File: src/rtl/z_angle_table_loader.sv
`default_nettype none
// ---------------------------------------------------------------------------
// z_angle_table_loader : streams 2**ADDR_WIDTH words into a table, then
// optionally reads them back and compares a checksum.     Rev 1.0
// ---------------------------------------------------------------------------
module z_angle_table_loader #(
  parameter int ADDR_WIDTH = 12,
  parameter int DATA_WIDTH = 7,
  parameter int VERIFY_EN  = 1
) (
  input  logic                             clk,
  input  logic                             rst,
  input  logic                             start,
  input  logic                             s_valid,
  input  logic [DATA_WIDTH-1:0]            s_data,
  output logic                             s_ready,
  output logic                             wr_en,
  output logic [ADDR_WIDTH-1:0]            wr_addr,
  output logic [DATA_WIDTH-1:0]            wr_data,
  output logic [ADDR_WIDTH-1:0]            rd_addr,
  input  logic [DATA_WIDTH-1:0]            rd_data,
  output logic                             busy,
  output logic                             done,
  output logic                             err,
  output logic [ADDR_WIDTH+DATA_WIDTH-1:0] wr_sum
);

  localparam int                    SUM_WIDTH = ADDR_WIDTH + DATA_WIDTH;
  localparam logic [ADDR_WIDTH-1:0] LAST_ADDR = '1;

  typedef enum logic [2:0] {
    S_IDLE   = 3'd0,
    S_WRITE  = 3'd1,
    S_VERIFY = 3'd2,
    S_DONE   = 3'd3,
    S_ERR    = 3'd4
  } state_t;

  state_t                state_q, state_d;
  logic                  busy_q, done_q, err_q;
  logic                  wr_en_q;
  logic [ADDR_WIDTH-1:0] wr_addr_q, wcnt_q, rd_addr_q;
  logic [DATA_WIDTH-1:0] wr_data_q;
  logic [SUM_WIDTH-1:0]  wr_sum_q, rd_sum_q, rd_sum_d;
  logic                  rd_act_q, rd_vld_q, rd_last_q;
  logic                  accept, last_acc, load_go;

  assign accept   = s_valid && (state_q == S_WRITE);
  assign last_acc = accept && (wcnt_q == LAST_ADDR);
  assign load_go  = start && ((state_q == S_IDLE) || (state_q == S_DONE) || (state_q == S_ERR));
  assign rd_sum_d = rd_sum_q + SUM_WIDTH'(rd_data);

  always_comb begin
    state_d = state_q;
    case (state_q)
      S_IDLE, S_DONE, S_ERR: if (start) state_d = S_WRITE;
      S_WRITE:  if (last_acc) state_d = (VERIFY_EN != 0) ? S_VERIFY : S_DONE;
      // rd_last_q marks the cycle the final read word arrives; fold it in before comparing
      S_VERIFY: if (rd_last_q) state_d = (rd_sum_d == wr_sum_q) ? S_DONE : S_ERR;
      default:  state_d = S_IDLE;
    endcase
  end

  always_ff @(posedge clk or posedge rst) begin
    if (rst) begin
      state_q <= S_IDLE;
      busy_q  <= 1'b0;
      done_q  <= 1'b0;
      err_q   <= 1'b0;
    end else begin
      state_q <= state_d;
      busy_q  <= (state_d == S_WRITE) || (state_d == S_VERIFY);
      done_q  <= (state_d == S_DONE);
      err_q   <= (state_d == S_ERR);
    end
  end

  always_ff @(posedge clk or posedge rst) begin
    if (rst) begin
      wr_en_q   <= 1'b0;
      wr_addr_q <= '0;
      wr_data_q <= '0;
      wcnt_q    <= '0;
      wr_sum_q  <= '0;
    end else begin
      wr_en_q <= accept;
      if (accept) begin
        wr_addr_q <= wcnt_q;
        wr_data_q <= s_data;
      end
      if (load_go) begin
        wcnt_q   <= '0;
        wr_sum_q <= '0;
      end else if (accept) begin
        wcnt_q   <= wcnt_q + 1'b1;
        wr_sum_q <= wr_sum_q + SUM_WIDTH'(s_data);
      end
    end
  end

  // Read side: rd_vld_q/rd_last_q trail the address by one cycle to match table latency
  always_ff @(posedge clk or posedge rst) begin
    if (rst) begin
      rd_act_q  <= 1'b0;
      rd_vld_q  <= 1'b0;
      rd_last_q <= 1'b0;
      rd_addr_q <= '0;
      rd_sum_q  <= '0;
    end else begin
      rd_vld_q  <= rd_act_q;
      rd_last_q <= rd_act_q && (rd_addr_q == LAST_ADDR);
      if (load_go) begin
        rd_act_q  <= 1'b0;
        rd_addr_q <= '0;
      end else if (last_acc && (VERIFY_EN != 0)) begin
        rd_act_q <= 1'b1;
      end else if (rd_act_q) begin
        rd_addr_q <= rd_addr_q + 1'b1;
        if (rd_addr_q == LAST_ADDR) rd_act_q <= 1'b0;
      end
      if (load_go)       rd_sum_q <= '0;
      else if (rd_vld_q) rd_sum_q <= rd_sum_d;
    end
  end

  assign s_ready = (state_q == S_WRITE);
  assign wr_en   = wr_en_q;
  assign wr_addr = wr_addr_q;
  assign wr_data = wr_data_q;
  assign rd_addr = rd_addr_q;
  assign busy    = busy_q;
  assign done    = done_q;
  assign err     = err_q;
  assign wr_sum  = wr_sum_q;

endmodule
`default_nettype wire

File: config.mk
export PLATFORM = sky130hd
export DESIGN_NAME = z_angle_table_loader
export DESIGN_NICKNAME = d
export VERILOG_FILES = /design/src/rtl/z_angle_table_loader.sv
export SDC_FILE = /design/constraint.sdc
export NUM_CORES = 1
export LEC_CHECK = 0
export CELL_PAD_IN_SITES_DETAIL_PLACEMENT = 2
export CELL_PAD_IN_SITES_GLOBAL_PLACEMENT = 2
export CORE_ASPECT_RATIO = 1.1
export CORE_MARGIN = 1
export CORE_UTILIZATION = 38
export CTS_BUF_LIST = sky130_fd_sc_hd__clkbuf_4
export DETAILED_ROUTE_END_ITERATION = 8
export GPL_TIMING_DRIVEN = 0
export PLACE_DENSITY = 0.87
export SKIP_CTS_REPAIR_TIMING = 1
export SYNTH_ARGS = -nofsm -noshare
export SYNTH_HDL_FRONTEND = slang
export SYNTH_SLANG_ARGS = --single-unit
File: constraint.sdc
create_clock -name clk -period 7.5 [get_ports clk]
set_clock_uncertainty 0.05 [all_clocks]
set_input_delay 0.75 -clock clk [delete_from_list [all_inputs] [get_ports clk]]
set_output_delay 0.75 -clock clk [all_outputs]
set_load 0.02 [all_outputs]
==> summary.txt <==
STA
  • FMAX: roughly 0.28 GHz
  • RSZ-0062 raised after global routing: no
  • Max transition margin: between 50% and 60%
  • Final Max Slew Viols: 0
  • Number of setup violations in the final report: 0
  • Final Critical Period: about 3600 ps
  • Period utilization: between 40% and 50%
  • Tightest Pin Transition: between 700 and 800 ps
  • Final worst slack: 3890 ps
  • Final setup TNS: 0 ps
  • Hold Fails Final Rpt: 0

Final layout
  • Storage cell area: 2280 um^2
  • Final layout net count: around 690
  • Core Util, Final: a little under half
  • FILL cells: about 1,500
  • Area growth from synthesis to layout: 21.1%
  • Footprint of the multi-input gates: roughly 2700 um^2
  • Share of cells above drive strength 1: under 10%
  • Antenna Cells: 0

Worst setup path
  • Worst reg2reg path depth: 11
  • Most used cell along the critical path: o21ai_0
  • Worst path depth: 12
  • CP Capture Point: wr_sum[14]
  • Crit-path max cell delay: approximately 480 ps
  • Crit path required time: slightly below 8000 ps
  • Crit start category: input port
  • Setup crit end kind: register
  • Critical path, cell by cell: clkdlybuf4s50_1, ha_1, inv_1, fa_1, nor2b_1, o21ai_0, a21boi_0, o21ai_0, a21boi_1, o21ai_1, or3_1, a21oi_1
  • Setup crit start: s_data[0]
  • Crit Path Category: in2reg
  • Flop-to-flop setup slack: 4120 ps
  • Slowest cell on crit path: clkdlybuf4s50_1
  • FF-to-FF End: wr_sum[14]
  • Critical path fanouts, max: 8
  • Reg-to-Reg Start: wr_sum[0]
  • Buffers plus inverters on the worst setup path: 2
  • CP delay by family, top: compound AO/OA/AOI/OAI gates
  • Worst Path Arrival: a little under 4000 ps

Global route
  • Initial antenna violation count: 0
  • Largest net degree at the start of global routing: 47
  • Vias in the first global route: roughly 5,100
  • Grt ovf: 0
  • Total routing usage reported by global routing: between 20% and 30%
  • First-pass GRT wire length: about 27,000 um

Yosys
  • Synth Area in Simple Gates: a little under a quarter
  • Synth Area in Compound Gates: around an eighth
  • Netlist Area Pre-Place: 5140 um^2
  • Top area cells in the synthesized netlist: dfrtp_1 (44%), nand2_1 (6.4%), xnor2_1 (5.8%)
  • Main combinational cell family by area after synthesis: simple AND/OR/NAND/NOR gates
  • Synth Area in XOR/XNOR: roughly 11%
  • Mux share of post-synthesis cell area: 1.36%
  • Synthesis-stage register bit count: 91
  • Post-synthesis adder-cell area fraction: 4.67%
  • Post-synth EDFFs: 0
  • Yosys warns: 0
  • Post-synth top flop: dfrtp_1
  • Post-synthesis sequential area ratio: 44.3%
  • Top-area cell type share of the netlist area: 44.3%
  • Avg Inst Size Synth: just over 9 um^2
  • Syn Inst Count: 567
  • Post-Syn Nets: about 600
  • Largest area contributor in the netlist: dfrtp_1
  • Async S/R FF share, synth: 100%
  • Unique masters post-synth: between 50 and 60

Placement
  • DP HPWL: 12,100 um
  • Pre-CTS setup slack: 3430 ps
  • PortBufs: 72
  • Final Wtd Congestion: 0.816

Clocking
  • Clock Sinks: 91
  • CTS root buf: clkbuf_4
  • CTS H-tree depth: 3
  • Clock Latency Late Sink: 490 ps
  • CTS tree: done
  • Worst-path clk slew: roughly 150 ps
  • Max clock buf depth: 2
  • TritonCTS Buffers: 9

Floorplan
  • Height of the die: 124 um
  • Initial core utilization: 38.9%
  • Die area: roughly 14,000 um^2
  • Die Wd: 113 um
  • IO Pins: 73
  • Row count: 44
  • Core ar.: about 13,000 um^2

Routing
  • Via density: about 5.6
  • WL/cell: ~20 um
  • # DRC: 0
  • Drt first pass iters: 4
  • Initial drt markers: about 130
  • Post-DRT Antenna Nets: 0
  • Total Wirelength: roughly 16,000 um
  • Via count: 4,532

Hold path
  • Type of the worst min-delay path: reg2reg

Power and ir drop
  • Lkg Pwr: about 2.8 nW
  • Cell Pwr Density: 285 nW/um^2
  • VDD IR max: about 120 uV

Status
  • Status: completed

Flow run
  • Max-cap violation count: 0
==> registers in the layout (all words and copies together), names as in the netlist <==
register / cells
err: 1
wr_en: 1
rd_act_q: 1
busy: 1
done: 1
wcnt_q: 12
wr_data: 7
rd_addr: 12
rd_last_q: 1
rd_vld_q: 1
state_q: 3
wr_sum: 19
rd_sum_q: 19
wr_addr: 12
==> Yosys cell counts (3+ instances only) <==
cell / number
clkbuf_1: 17
nor2b_1: 7
o31ai_1: 6
and3_1: 12
nand2_1: 87
o21ai_1: 4
o2111ai_1: 3
xnor2_1: 34
o21ai_0: 26
a21oi_1: 25
o211ai_1: 7
or3_1: 15
nor3_1: 4
ha_1: 16
nor3b_1: 3
nand3_1: 19
mux2i_1: 7
a21o_1: 4
and4_1: 3
dfrtp_1: 91
a31oi_1: 4
o211a_1: 5
nand4_1: 14
inv_1: 20
and2_1: 7
nor2_1: 58
buf_2: 8
xor2_1: 27
==> cells in the final DEF (no fill, tap or decap), types with 3 or more instances in the layout <==
| cell type | instances |
|---|---|
| dfrtp_1 | 91 |
| nand2_1 | 87 |
| clkdlybuf4s50_1 | 72 |
| nor2_1 | 58 |
| xnor2_1 | 34 |
| xor2_1 | 27 |
| o21ai_0 | 26 |
| a21oi_1 | 25 |
| inv_1 | 19 |
| nand3_1 | 19 |
| clkbuf_1 | 17 |
| ha_1 | 16 |
| or3_1 | 15 |
| nand4_1 | 14 |
| and3_1 | 12 |
| clkbuf_4 | 9 |
| buf_2 | 8 |
| nor2b_1 | 7 |
| o211ai_1 | 7 |
| and2_1 | 7 |
| mux2i_1 | 7 |
| o31ai_1 | 6 |
| o211a_1 | 5 |
| o21ai_1 | 4 |
| a21o_1 | 4 |
| a31oi_1 | 4 |
| nor3_1 | 4 |
| and4_1 | 3 |
| nor3b_1 | 3 |
| o2111ai_1 | 3 |
==> worst min path at each step <==
stage	cells past startpoint	startpoint	slack (ps)	to
final	0	rd_act_q	400	rd_vld_q
after detailed placement	0	rd_act_q	370	rd_vld_q
after floorplan	0	rd_act_q	340	rd_vld_q
after CTS	0	rd_act_q	400	rd_vld_q
after global placement	0	rd_act_q	350	rd_vld_q
after global routing	0	rd_act_q	430	rd_vld_q
==> final cells by class <==
class | instances | area share, %
tap | 161 | 3.24
sequential | 91 | 36.6
clock buffer | 9 | 1.09
timing repair buffer | 73 | 12.0
clock inverter | 6 | 1.05
buffer | 29 | 2.09
inverter | 21 | 1.31
multi-input combinational | 426 | 42.6
==> logic make-up (layout without fill, tap and decap cells) <==
group / after synthesis / in the layout
flops: 91 / 91
buf+inv: 50 / 138
xor+xnor: 62 / 62
fa+ha+maj: 18 / 18
mux: 7 / 7
simple gates: 241 / 241
compound gates: 98 / 98
==> layer usage <==
metal | track usage (%) | up-vias | wire, um
li1 | - | 2098 | -
met1 | 29.5 | 2349 | 6990
met2 | 47.2 | 61 | 8790
met3 | 2.82 | 24 | 343
met4 | 8.72 | 0 | 303
met5 | 0 | - | 0
==> power breakdown <==
part	switching [mW]	leakage, nW	internal (mW)	total (mW)
registers	0.0993	1.21	0.578	0.677
logic	0.460	1.53	0.350	0.810
clock network	0.188	0.0722	0.100	0.289
==> metrics by stage <==
stage / cell area, um^2 / instances / hold slack (ps) / power [mW]
floorplan: 5140 / 567 / 336 / 1.19
global placement: 6060 / 800 / 355 / 1.44
detailed placement: 6090 / 801 / 369 / 1.49
CTS: 6220 / 816 / 403 / 1.79
global route: 6220 / 816 / 432 / 1.89
finish: 6220 / 816 / 395 / 1.78
Power figures use the tool's default switching activity.
